$ cat config.mk
export PLATFORM = sky130hd
export DESIGN_NAME = ttl_event_scheduler_flat
export DESIGN_NICKNAME = d
export VERILOG_FILES = /design/src/rtl/ttl_event_scheduler_pkg.sv /design/src/rtl/ttl_event_scheduler_if.sv /design/src/rtl/ttl_event_scheduler_fifo.sv /design/src/rtl/ttl_event_scheduler.sv /design/src/flat_wrapper.sv
export SDC_FILE = /design/constraint.sdc
export NUM_CORES = 2
export LEC_CHECK = 0
export BUFFER_PORTS_ARGS = -buffer_cell sky130_fd_sc_hd__buf_2
export CAP_MARGIN = 20
export CORE_ASPECT_RATIO = 1.4
export CORE_MARGIN = 4
export CORE_UTILIZATION = 36
export CTS_CLUSTER_DIAMETER = 100
export DETAILED_ROUTE_END_ITERATION = 8
export REMOVE_ABC_BUFFERS = 1
export SYNTH_ARGS = -nofsm -noshare
export SYNTH_HDL_FRONTEND = slang
export SYNTH_SLANG_ARGS = --single-unit
$ cat constraint.sdc
create_clock -name s_axi_aclk -period 12.8 [get_ports s_axi_aclk]
set_input_delay 1.92 -clock s_axi_aclk [delete_from_list [all_inputs] [get_ports s_axi_aclk]]
set_output_delay 1.92 -clock s_axi_aclk [all_outputs]
set_load 0.02 [all_outputs]
$ cat src/rtl/ttl_event_scheduler_pkg.sv
`default_nettype none
// ============================================================================
// Package    : ttl_sched_pkg
// Description: Shared widths, event record and scheduler state encoding for
//              the timed TTL event scheduler.
// Revision   : 1.0 - initial release
// ============================================================================
package ttl_sched_pkg;

  // Default widths; the top-level parameters take these as their defaults
  localparam int TIME_WIDTH = 64;
  localparam int TTL_WIDTH  = 32;

  // One queued event: when to fire, which channels, and their new levels
  typedef struct packed {
    logic [TIME_WIDTH-1:0] tstamp;
    logic [TTL_WIDTH-1:0]  mask;
    logic [TTL_WIDTH-1:0]  value;
  } ttl_event_t;

  // Scheduler run state
  typedef enum logic {
    IDLE = 1'b0,
    RUN  = 1'b1
  } sched_state_t;

  // Masked merge: channels with mask=1 take the event level, others hold
  function automatic logic [TTL_WIDTH-1:0] apply_event(
    input logic [TTL_WIDTH-1:0] cur,
    input ttl_event_t           ev
  );
    return (cur & ~ev.mask) | (ev.value & ev.mask);
  endfunction

endpackage : ttl_sched_pkg
`default_nettype wire

$ cat src/rtl/ttl_event_scheduler_if.sv
`default_nettype none
// ============================================================================
// Interface  : ttl_event_scheduler_if
// Description: Command-side bundle between the AXI command decoder (master)
//              and the TTL event scheduler (slave): event handshake plus the
//              start/stop/flush/clear_error control pulses.
// Revision   : 1.0 - initial release
// ============================================================================
interface ttl_event_scheduler_if;
  import ttl_sched_pkg::*;

  // Event channel
  logic                  event_valid;
  logic                  event_ready;
  logic [TIME_WIDTH-1:0] event_time;
  logic [TTL_WIDTH-1:0]  event_mask;
  logic [TTL_WIDTH-1:0]  event_value;

  // Control pulses
  logic                  start;
  logic                  stop;
  logic                  flush;
  logic                  clear_error;

  // Command decoder side
  modport master (
    output event_valid, event_time, event_mask, event_value,
    output start, stop, flush, clear_error,
    input  event_ready
  );

  // Scheduler side
  modport slave (
    input  event_valid, event_time, event_mask, event_value,
    input  start, stop, flush, clear_error,
    output event_ready
  );

endinterface : ttl_event_scheduler_if
`default_nettype wire

$ cat src/rtl/ttl_event_scheduler_fifo.sv
`default_nettype none
// ============================================================================
// Module     : ttl_event_fifo
// Description: Synchronous first-word-fall-through FIFO of ttl_event_t.
//              The head entry is valid combinationally whenever the FIFO is
//              not empty. Flush empties it and discards a same-cycle push.
// Revision   : 1.0 - initial release
// ============================================================================
module ttl_event_fifo
  import ttl_sched_pkg::*;
#(
  parameter int DEPTH = 16,
  parameter int AW    = $clog2(DEPTH)
) (
  input  wire logic   clk,
  input  wire logic   rst_n,
  input  wire logic   i_push,
  input  ttl_event_t  i_data,
  input  wire logic   i_pop,
  input  wire logic   i_flush,
  output ttl_event_t  o_head,
  output logic        o_empty,
  output logic        o_full,
  output logic [AW:0] o_count
);

  ttl_event_t    r_mem [DEPTH];
  logic [AW-1:0] r_wr_ptr;
  logic [AW-1:0] r_rd_ptr;
  logic [AW:0]   r_count;

  logic          w_push;
  logic          w_pop;

  assign o_empty = (r_count == '0);
  assign o_full  = (r_count == (AW+1)'(DEPTH));
  assign o_count = r_count;
  assign o_head  = r_mem[r_rd_ptr];

  // A push is dropped when full; flush overrides both push and pop
  assign w_push  = i_push && !o_full  && !i_flush;
  assign w_pop   = i_pop  && !o_empty && !i_flush;

  // Storage write; contents need no reset because occupancy gates the head
  always_ff @(posedge clk) begin
    if (w_push) begin
      r_mem[r_wr_ptr] <= i_data;
    end
  end

  // Pointer and occupancy tracking; pointers wrap naturally at power-of-2 depth
  always_ff @(posedge clk) begin
    if (!rst_n) begin
      r_wr_ptr <= '0;
      r_rd_ptr <= '0;
      r_count  <= '0;
    end else if (i_flush) begin
      r_wr_ptr <= '0;
      r_rd_ptr <= '0;
      r_count  <= '0;
    end else begin
      if (w_push) begin
        r_wr_ptr <= r_wr_ptr + AW'(1);
      end
      if (w_pop) begin
        r_rd_ptr <= r_rd_ptr + AW'(1);
      end
      case ({w_push, w_pop})
        2'b10:   r_count <= r_count + (AW+1)'(1);
        2'b01:   r_count <= r_count - (AW+1)'(1);
        default: r_count <= r_count;
      endcase
    end
  end

endmodule : ttl_event_fifo
`default_nettype wire

$ cat src/rtl/ttl_event_scheduler.sv
`default_nettype none
// ============================================================================
// Module     : ttl_event_scheduler
// Description: Timed sequencer for the TTL output bank. Queues timestamped
//              {mask, value} events and applies each one to ttl_out on the
//              edge that ends the cycle in which the free-running timer has
//              reached the event timestamp (one-cycle output latency).
// Revision   : 1.0 - initial release
// ============================================================================
module ttl_event_scheduler #(
  parameter int TIME_WIDTH = 64,
  parameter int TTL_WIDTH  = 32,
  parameter int FIFO_DEPTH = 16,
  parameter int FIFO_AW    = $clog2(FIFO_DEPTH)
) (
  input  wire logic                  s_axi_aclk,
  input  wire logic                  s_axi_aresetn,
  ttl_event_scheduler_if.slave       evt,
  output logic [TTL_WIDTH-1:0]       ttl_out,
  output logic                       running,
  output logic [TIME_WIDTH-1:0]      timer,
  output logic [FIFO_AW:0]           fifo_count,
  output logic                       late_error
);
  import ttl_sched_pkg::*;

  sched_state_t          r_state;
  logic                  r_running;
  logic [TIME_WIDTH-1:0] r_timer;
  logic [TTL_WIDTH-1:0]  r_ttl;
  logic                  r_late;

  ttl_event_t            w_push_data;
  ttl_event_t            w_head;
  logic                  w_fifo_empty;
  logic                  w_fifo_full;
  logic                  w_push;
  logic                  w_flush;
  logic                  w_due;
  logic                  w_late;

  // Ready is held low while reset is asserted, otherwise it tracks free space
  assign evt.event_ready = s_axi_aresetn && !w_fifo_full;
  assign w_push          = evt.event_valid && evt.event_ready;
  assign w_push_data     = '{tstamp: evt.event_time,
                             mask:   evt.event_mask,
                             value:  evt.event_value};

  // Flush only takes effect while stopped so a running sequence stays intact
  assign w_flush = evt.flush && (r_state == IDLE);

  // Head is due once the timer has reached it; strictly past means late
  assign w_due   = (r_state == RUN) && !w_fifo_empty && (w_head.tstamp <= r_timer);
  assign w_late  = w_due && (w_head.tstamp < r_timer);

  ttl_event_fifo #(
    .DEPTH (FIFO_DEPTH),
    .AW    (FIFO_AW)
  ) u_fifo (
    .clk     (s_axi_aclk),
    .rst_n   (s_axi_aresetn),
    .i_push  (w_push),
    .i_data  (w_push_data),
    .i_pop   (w_due),
    .i_flush (w_flush),
    .o_head  (w_head),
    .o_empty (w_fifo_empty),
    .o_full  (w_fifo_full),
    .o_count (fifo_count)
  );

  // Run/idle FSM with the timer; stop has priority over start
  always_ff @(posedge s_axi_aclk) begin
    if (!s_axi_aresetn) begin
      r_state   <= IDLE;
      r_running <= 1'b0;
      r_timer   <= '0;
    end else if (evt.stop) begin
      r_state   <= IDLE;
      r_running <= 1'b0;
    end else if (evt.start) begin
      r_state   <= RUN;
      r_running <= 1'b1;
      r_timer   <= '0;
    end else if (r_state == RUN) begin
      r_timer   <= r_timer + TIME_WIDTH'(1);
    end
  end

  // Output levels: merge the due event into the masked channels
  always_ff @(posedge s_axi_aclk) begin
    if (!s_axi_aresetn) begin
      r_ttl <= '0;
    end else if (w_due) begin
      r_ttl <= apply_event(r_ttl, w_head);
    end
  end

  // Sticky late flag; a new late dispatch beats a same-cycle clear
  always_ff @(posedge s_axi_aclk) begin
    if (!s_axi_aresetn) begin
      r_late <= 1'b0;
    end else if (w_late) begin
      r_late <= 1'b1;
    end else if (evt.clear_error) begin
      r_late <= 1'b0;
    end
  end

  assign ttl_out    = r_ttl;
  assign running    = r_running;
  assign timer      = r_timer;
  assign late_error = r_late;

endmodule : ttl_event_scheduler
`default_nettype wire

$ cat src/flat_wrapper.sv
// flat-port wrapper written by rule: the top's interface ports become plain ports
module ttl_event_scheduler_flat import ttl_sched_pkg::*;
#(
  parameter int TIME_WIDTH = 64,
  parameter int TTL_WIDTH  = 32,
  parameter int FIFO_DEPTH = 16,
  parameter int FIFO_AW    = $clog2(FIFO_DEPTH)
)
  (s_axi_aclk, s_axi_aresetn, ttl_out, running, timer, fifo_count, late_error, evt_event_valid, evt_event_time, evt_event_mask, evt_event_value, evt_start, evt_stop, evt_flush, evt_clear_error, evt_event_ready);
  ttl_event_scheduler_if evt_i ();
  input  wire logic s_axi_aclk;
  input  wire logic s_axi_aresetn;
  output logic [TTL_WIDTH-1:0] ttl_out;
  output logic running;
  output logic [TIME_WIDTH-1:0] timer;
  output logic [FIFO_AW:0] fifo_count;
  output logic late_error;
  input wire logic [$bits(evt_i.event_valid)-1:0] evt_event_valid;
  input wire logic [$bits(evt_i.event_time)-1:0] evt_event_time;
  input wire logic [$bits(evt_i.event_mask)-1:0] evt_event_mask;
  input wire logic [$bits(evt_i.event_value)-1:0] evt_event_value;
  input wire logic [$bits(evt_i.start)-1:0] evt_start;
  input wire logic [$bits(evt_i.stop)-1:0] evt_stop;
  input wire logic [$bits(evt_i.flush)-1:0] evt_flush;
  input wire logic [$bits(evt_i.clear_error)-1:0] evt_clear_error;
  output wire logic [$bits(evt_i.event_ready)-1:0] evt_event_ready;
  assign evt_i.event_valid = evt_event_valid;
  assign evt_i.event_time = evt_event_time;
  assign evt_i.event_mask = evt_event_mask;
  assign evt_i.event_value = evt_event_value;
  assign evt_i.start = evt_start;
  assign evt_i.stop = evt_stop;
  assign evt_i.flush = evt_flush;
  assign evt_i.clear_error = evt_clear_error;
  assign evt_event_ready = evt_i.event_ready;
  ttl_event_scheduler #(.TIME_WIDTH(TIME_WIDTH), .TTL_WIDTH(TTL_WIDTH), .FIFO_DEPTH(FIFO_DEPTH), .FIFO_AW(FIFO_AW)) u_core (.s_axi_aclk(s_axi_aclk), .s_axi_aresetn(s_axi_aresetn), .evt(evt_i), .ttl_out(ttl_out), .running(running), .timer(timer), .fifo_count(fifo_count), .late_error(late_error));
endmodule
# --- After elaboration in Yosys (flattened, before gate mapping) ---
# Memories as Yosys holds them, arrays and structs flattened. A register that Yosys moved wholly into a read port is not among the register bits.
# Cells that the tools add are included.
totals:
  ff_bits: 111
  mem_bits_rw: 2048
  out_inout_bits: 104
  memories: 1
memory_table:
  columns: ["name", "depth", "word_bits", "read_ports", "rd_ports_with_merged_regs", "wr", "line", "source"]
  rows:
  - ["u_core.u_fifo.r_mem", 16, 128, 1, 1, 1, "ttl_event_scheduler_fifo.sv:27", "ttl_event_t r_mem [DEPTH];"]
op_classes:
  add_sub_neg: 5
  n_lt_le_gt_ge: 2
  eq_ne: 3
  muxes: 9
  n_bitwise: 7
  reduce_logical: 20
ops:
  columns: ["operator", "n"]
  rows:
  - ["64-bit 2-to-1 mux", 2]
  - ["64-bit by 1-bit adder with 64-bit output, second input constant", 1]
  - ["32-bit bitwise AND", 2]
  - ["64-bit <= comparator", 1]
  - ["64-bit less-than comparator", 1]
  - ["32-bit NOT", 1]
  - ["32-bit OR", 1]
  - ["1-bit logical AND", 10]
  - ["5-bit one-hot mux with 2 select lines", 1]
  - ["4-bit by 1-bit adder with 4-bit output, second input constant", 2]
  - ["4-bit 2-to-1 mux", 2]
  - ["2-bit nonzero test", 3]
  - ["5-bit by 1-bit adder with 5-bit output, second input constant", 1]
  - ["5-bit == test, second input constant", 1]
  - ["5-bit logical NOT", 1]
  - ["5-bit by 1-bit subtractor with 5-bit output, second input constant", 1]
  - ["1-bit 2-to-1 mux", 4]
  - ["2-bit OR reduction", 2]
  - ["1-bit logical NOT", 3]
  - ["1-bit NOT", 3]
  - ["2-bit by 1-bit == test with 1-bit output, second input constant", 1]
  - ["2-bit == test, second input constant", 1]
  - ["2-bit AND reduction", 1]

# --- Depth between registers and ports, before layout ---
logic_depth:
  word_depth: 8
  depth_mapped: 26
  ltp_nobuf: 21

# --- Hierarchy ---
# From an unflattened synthesis, not the netlist that was laid out.
unflattened:
  hier_cells: 3981
  area_unflattened_um2: 84768.8
by_module_without_submodules:
  columns: ["mod", "n_inst", "cells_per_inst", "area_each_um2", "seq_area_each_um2"]
  rows:
  - ["ttl_event_fifo", 1, 3156, 78129.9, 61839.3]
  - ["ttl_event_scheduler", 1, 825, 6638.9, 1961.9]

# --- Worst setup path before layout ---
# Ideal clock, no wire load.
synth_timing:
  path_type: "input to register"
  from: "input s_axi_aresetn"
  to: "memory u_core.u_fifo.r_mem[3][0] (netlist bit), enable pin"
  setup_ns: 0.772
  arrival_time_ns: 11.640
  required_time_ns: 12.028
  slack_ns: 0.389
  stages: 5
  path_cell_list: "clkbuf_1 a21boi_1 and3_1 nand2_1 nor3_1"
synth_between:
  elab_chain_len: 6
synth_rtl:
  columns: ["item", "line", "source"]
  rows:
  - ["from (decl)", "flat_wrapper.sv:12", "input wire logic s_axi_aresetn;"]
  - ["1-bit logical AND", "ttl_event_scheduler.sv:43", "assign evt.event_ready = s_axi_aresetn && !w_fifo_full;"]
  - ["1-bit logical AND", "ttl_event_scheduler.sv:44", "assign w_push = evt.event_valid && evt.event_ready;"]
  - ["1-bit logical AND (2 in series)", "ttl_event_scheduler_fifo.sv:41", "assign w_push = i_push && !o_full && !i_flush;"]
  - ["1-bit 2-to-1 mux", "ttl_event_scheduler_fifo.sv:46", "if (w_push) begin"]
  - ["1-bit 2-to-1 mux (implied by the code)", "ttl_event_scheduler_fifo.sv:47", "r_mem[r_wr_ptr] <= i_data;"]
  - ["to (decl)", "ttl_event_scheduler_fifo.sv:27", null]
# No other way between the ends.

==> out/qor.txt <==
Status -> complete, no violations
Antenna viol nets, final -> 0
Crit path capture type -> register
RePlAce Congestion -> 0.764
Share of cells above drive strength 1 -> 0.286
Vias -> 41234
Total GRT Usage -> 0.174
Hold_buf cts -> 0
TNS Setup -> 0 ps
Asr flop ratio synth -> 0
Seq pwr share -> 0.558
Rows -> 210
Register bit total from synthesis -> 2163
Setup CP Type -> register to register
P_sw -> 2.74 mW
I/O pins -> 239
Initial DRC count -> 3835
Distinct cell type count after synthesis -> 59
Final wirelength -> 215 mm
DRC viols -> 0
Crit path buffers/inverters -> 5
Synth Instances -> 3969
Hold Crit Class -> register to register
Kind of start point of the critical path -> register
Global-route wire length before repair -> 309 mm
Setup slack after layout -> 5210 ps
Rel. slew slack -> 0.197
Placed Instances -> 7153
Total CTS buffers -> 207
Fin cells -> 7548
Vias in the first global route -> 42720
Reg2Reg Depth -> 21
CTS tree -> done
GRT overflow -> 0
Pre-CTS setup slack -> 5100 ps
Most frequent cells in the layout -> edfxtp_1 (2048), mux4_2 (592), buf_2 (237)
Starting Density -> 0.362
Yosys warnings -> 0
Sw frac -> 0.197
Hpwl dp -> 115 mm
Req. time, crit path -> 13540 ps
Router iterations before antenna repair -> 5
CTS HTree Levels -> 4
Final setup violation count -> 0
Root Driver -> clkbuf_16
PwrDens -> 144 mW/mm2
Post-synth EDFFs -> 2048
Register Area -> 0.0638 mm2
Total of max-cap violations -> 0
Slowest-stage cell, CP -> a2111oi_4
Avg Vias per Cell -> 5.46
WL/cell -> 28.4 um
Most common cell after layout, fill and taps aside -> edfxtp_1
Worst Path Max Fanout -> 101
Die width -> 418 um
Cells on Worst Hold Path -> 2
Crit path DAT -> 8330 ps
Antenna violations before repair -> 65
Post-DP Area -> 0.0898 mm2
Clock Power Share -> 0.427
FF-to-FF End -> u_core.u_fifo.o_count[4]
Clock skew -> 115 ps
Hold EP -> u_core.timer[62]
Port bufs -> 238
Layout fillers -> 20329
Netlist Area Pre-Place -> 0.0847 mm2
Gate power share -> 0.015
Most used cell, CP -> a21oi_1
Period utilisation layout -> 0.593
Max-slew violations -> 0
RSZ-0062 raised after global routing -> false
Ys flop type -> edfxtp_1
CP top delay family -> buffers and inverters
Largest net degree at the start of global routing -> 145
Fmax -> 0.132 GHz
Final #Nets -> 4501
Clock Sink Count -> 2163
CP peak stage delay -> 880 ps
Worst path cell trace -> buf_12 > buf_4 > mux4_2 > mux4_2 > ha_1 > nand4_1 > or3_1 > a21oi_1 > or4b_2 > a2111oi_4 > a21oi_1 > inv_1 > ha_1 > inv_1 > fa_1 > inv_1 > a21o_1 > a21oi_1 > xnor2_1 > or3_1 > a21oi_1
Final Hold Vio Count -> 0
CORE AREA -> 0.234 mm2
Max clock buf depth -> 4
Clock latency on the worst-skew pair -> 860 ps
# Post-CTS Setup Buffers -> 0
Area of the die -> 0.243 mm2
Leakage -> 29.2 nW
Cell internal pwr -> 11.2 mW
Worst reg2reg setup slack -> 5210 ps
Multi-input gate area -> 0.0199 mm2
Synthesized area per cell -> 21.3 um2
Fin area -> 0.0965 mm2
Chip height -> 582 um
Layout Utilization -> 0.412
Hold path startpoint -> u_core.timer[62]
Final min period -> 7590 ps
Clk slew on worst S/H paths -> 60 ps
Max rail drop VDD -> 0.103 mV
Area delta synth->final -> 13.9%
Slew @ Worst Pin -> 1200 ps
Post-CTS sizing -> 0
Sequential share of the synthesized area -> 0.754
==> area by class of cell <==
cell class,count,area share
Inverter,80,0.00311
Clock inverter,96,0.00961
Multi-Input combinational cell,1520,0.206
Antenna cell,20,0.000519
Timing Repair Buffer,319,0.0217
Sequential cell,2163,0.662
Clock buffer,276,0.0579
Tap cell,3074,0.0399
==> Yosys cell counts, types with 51 or more instances <==
master    count  area share
nand2_1      74      0.0033
edfxtp_1   2048        0.73
nor2_1      121      0.0054
clkbuf_1    126      0.0056
inv_1        80      0.0035
dfxtp_1     115       0.027
mux4_2      592        0.16
nor2b_1      53      0.0039
nand4_1      93      0.0069
mux2i_1      51      0.0060
a21oi_1      98      0.0058
xnor2_1      53      0.0055
ha_1         74       0.011
nand3_1      66      0.0039
==> per-stage QoR <==
step	hold slack (ps)	total power, mW
detailed placement	495	8.13
global placement	481	8.12
CTS	504	14.1
finish	502	13.9
global route	542	14.4
floorplan	471	7.99
==> worst min-delay path, delay by kind of cell, from the launching register on <==
family,cells,cell delay (ps)
compound gates,2,130
flops,1,320
==> cell families after synthesis <==
family,count (synthesis),share of synthesized area
AO/OA/AOI/OAI,190,0.0142
XOR/XNOR,58,0.00600
adder cells (fa/ha/maj),75,0.0112
buffers and inverters,286,0.0136
flip-flops,2163,0.754
multiplexers,675,0.168
AND/OR/NAND/NOR,522,0.0335
==> how the worst max path moves through the flow <==
| stage | startpoint | end | slack (ps) | cells past startpoint |
|---|---|---|---|---|
| global placement | register | u_core.u_fifo.o_count[4] | 5120 | 21 |
| floorplan | register | u_core.u_fifo.o_count[4] | -16550 | 21 |
| global route | register | u_core.u_fifo.o_count[4] | 4660 | 21 |
| finish | register | u_core.u_fifo.o_count[4] | 5210 | 21 |
| detailed placement | register | u_core.u_fifo.o_count[4] | 5100 | 21 |
| CTS | register | u_core.u_fifo.o_count[4] | 5070 | 21 |
==> state kept, by name, summed over array words and instances, names as in the netlist, named ones only <==
register                flops
u_core.u_fifo.r_mem      2048
u_core.timer               64
u_core.u_fifo.o_count       5
u_core.u_fifo.r_rd_ptr      4
u_core.u_fifo.r_wr_ptr      4
u_core.late_error           1
u_core.r_state              1
==> metal layers <==
layer	track usage	vias to the layer above	part of all wire	wire (um)
li1	-	17262	-	-
met2	0.300	1209	0.51	109000
met1	0.226	22389	0.40	86100
met4	0.0469	24	0.027	5870
met3	0.0342	350	0.063	13500
met5	0	-	0.00063	135
==> power groups by stage <==
stage | logic (mW) | registers, mW | clock network, mW
after floorplan | 0.0702 | 7.92 | 0
after global placement | 0.206 | 7.91 | 0
after detailed placement | 0.217 | 7.91 | 0
after CTS | 0.217 | 7.76 | 6.09
after global routing | 0.236 | 7.76 | 6.39
final | 0.213 | 7.76 | 5.95
(Power assumes the default switching activity.)
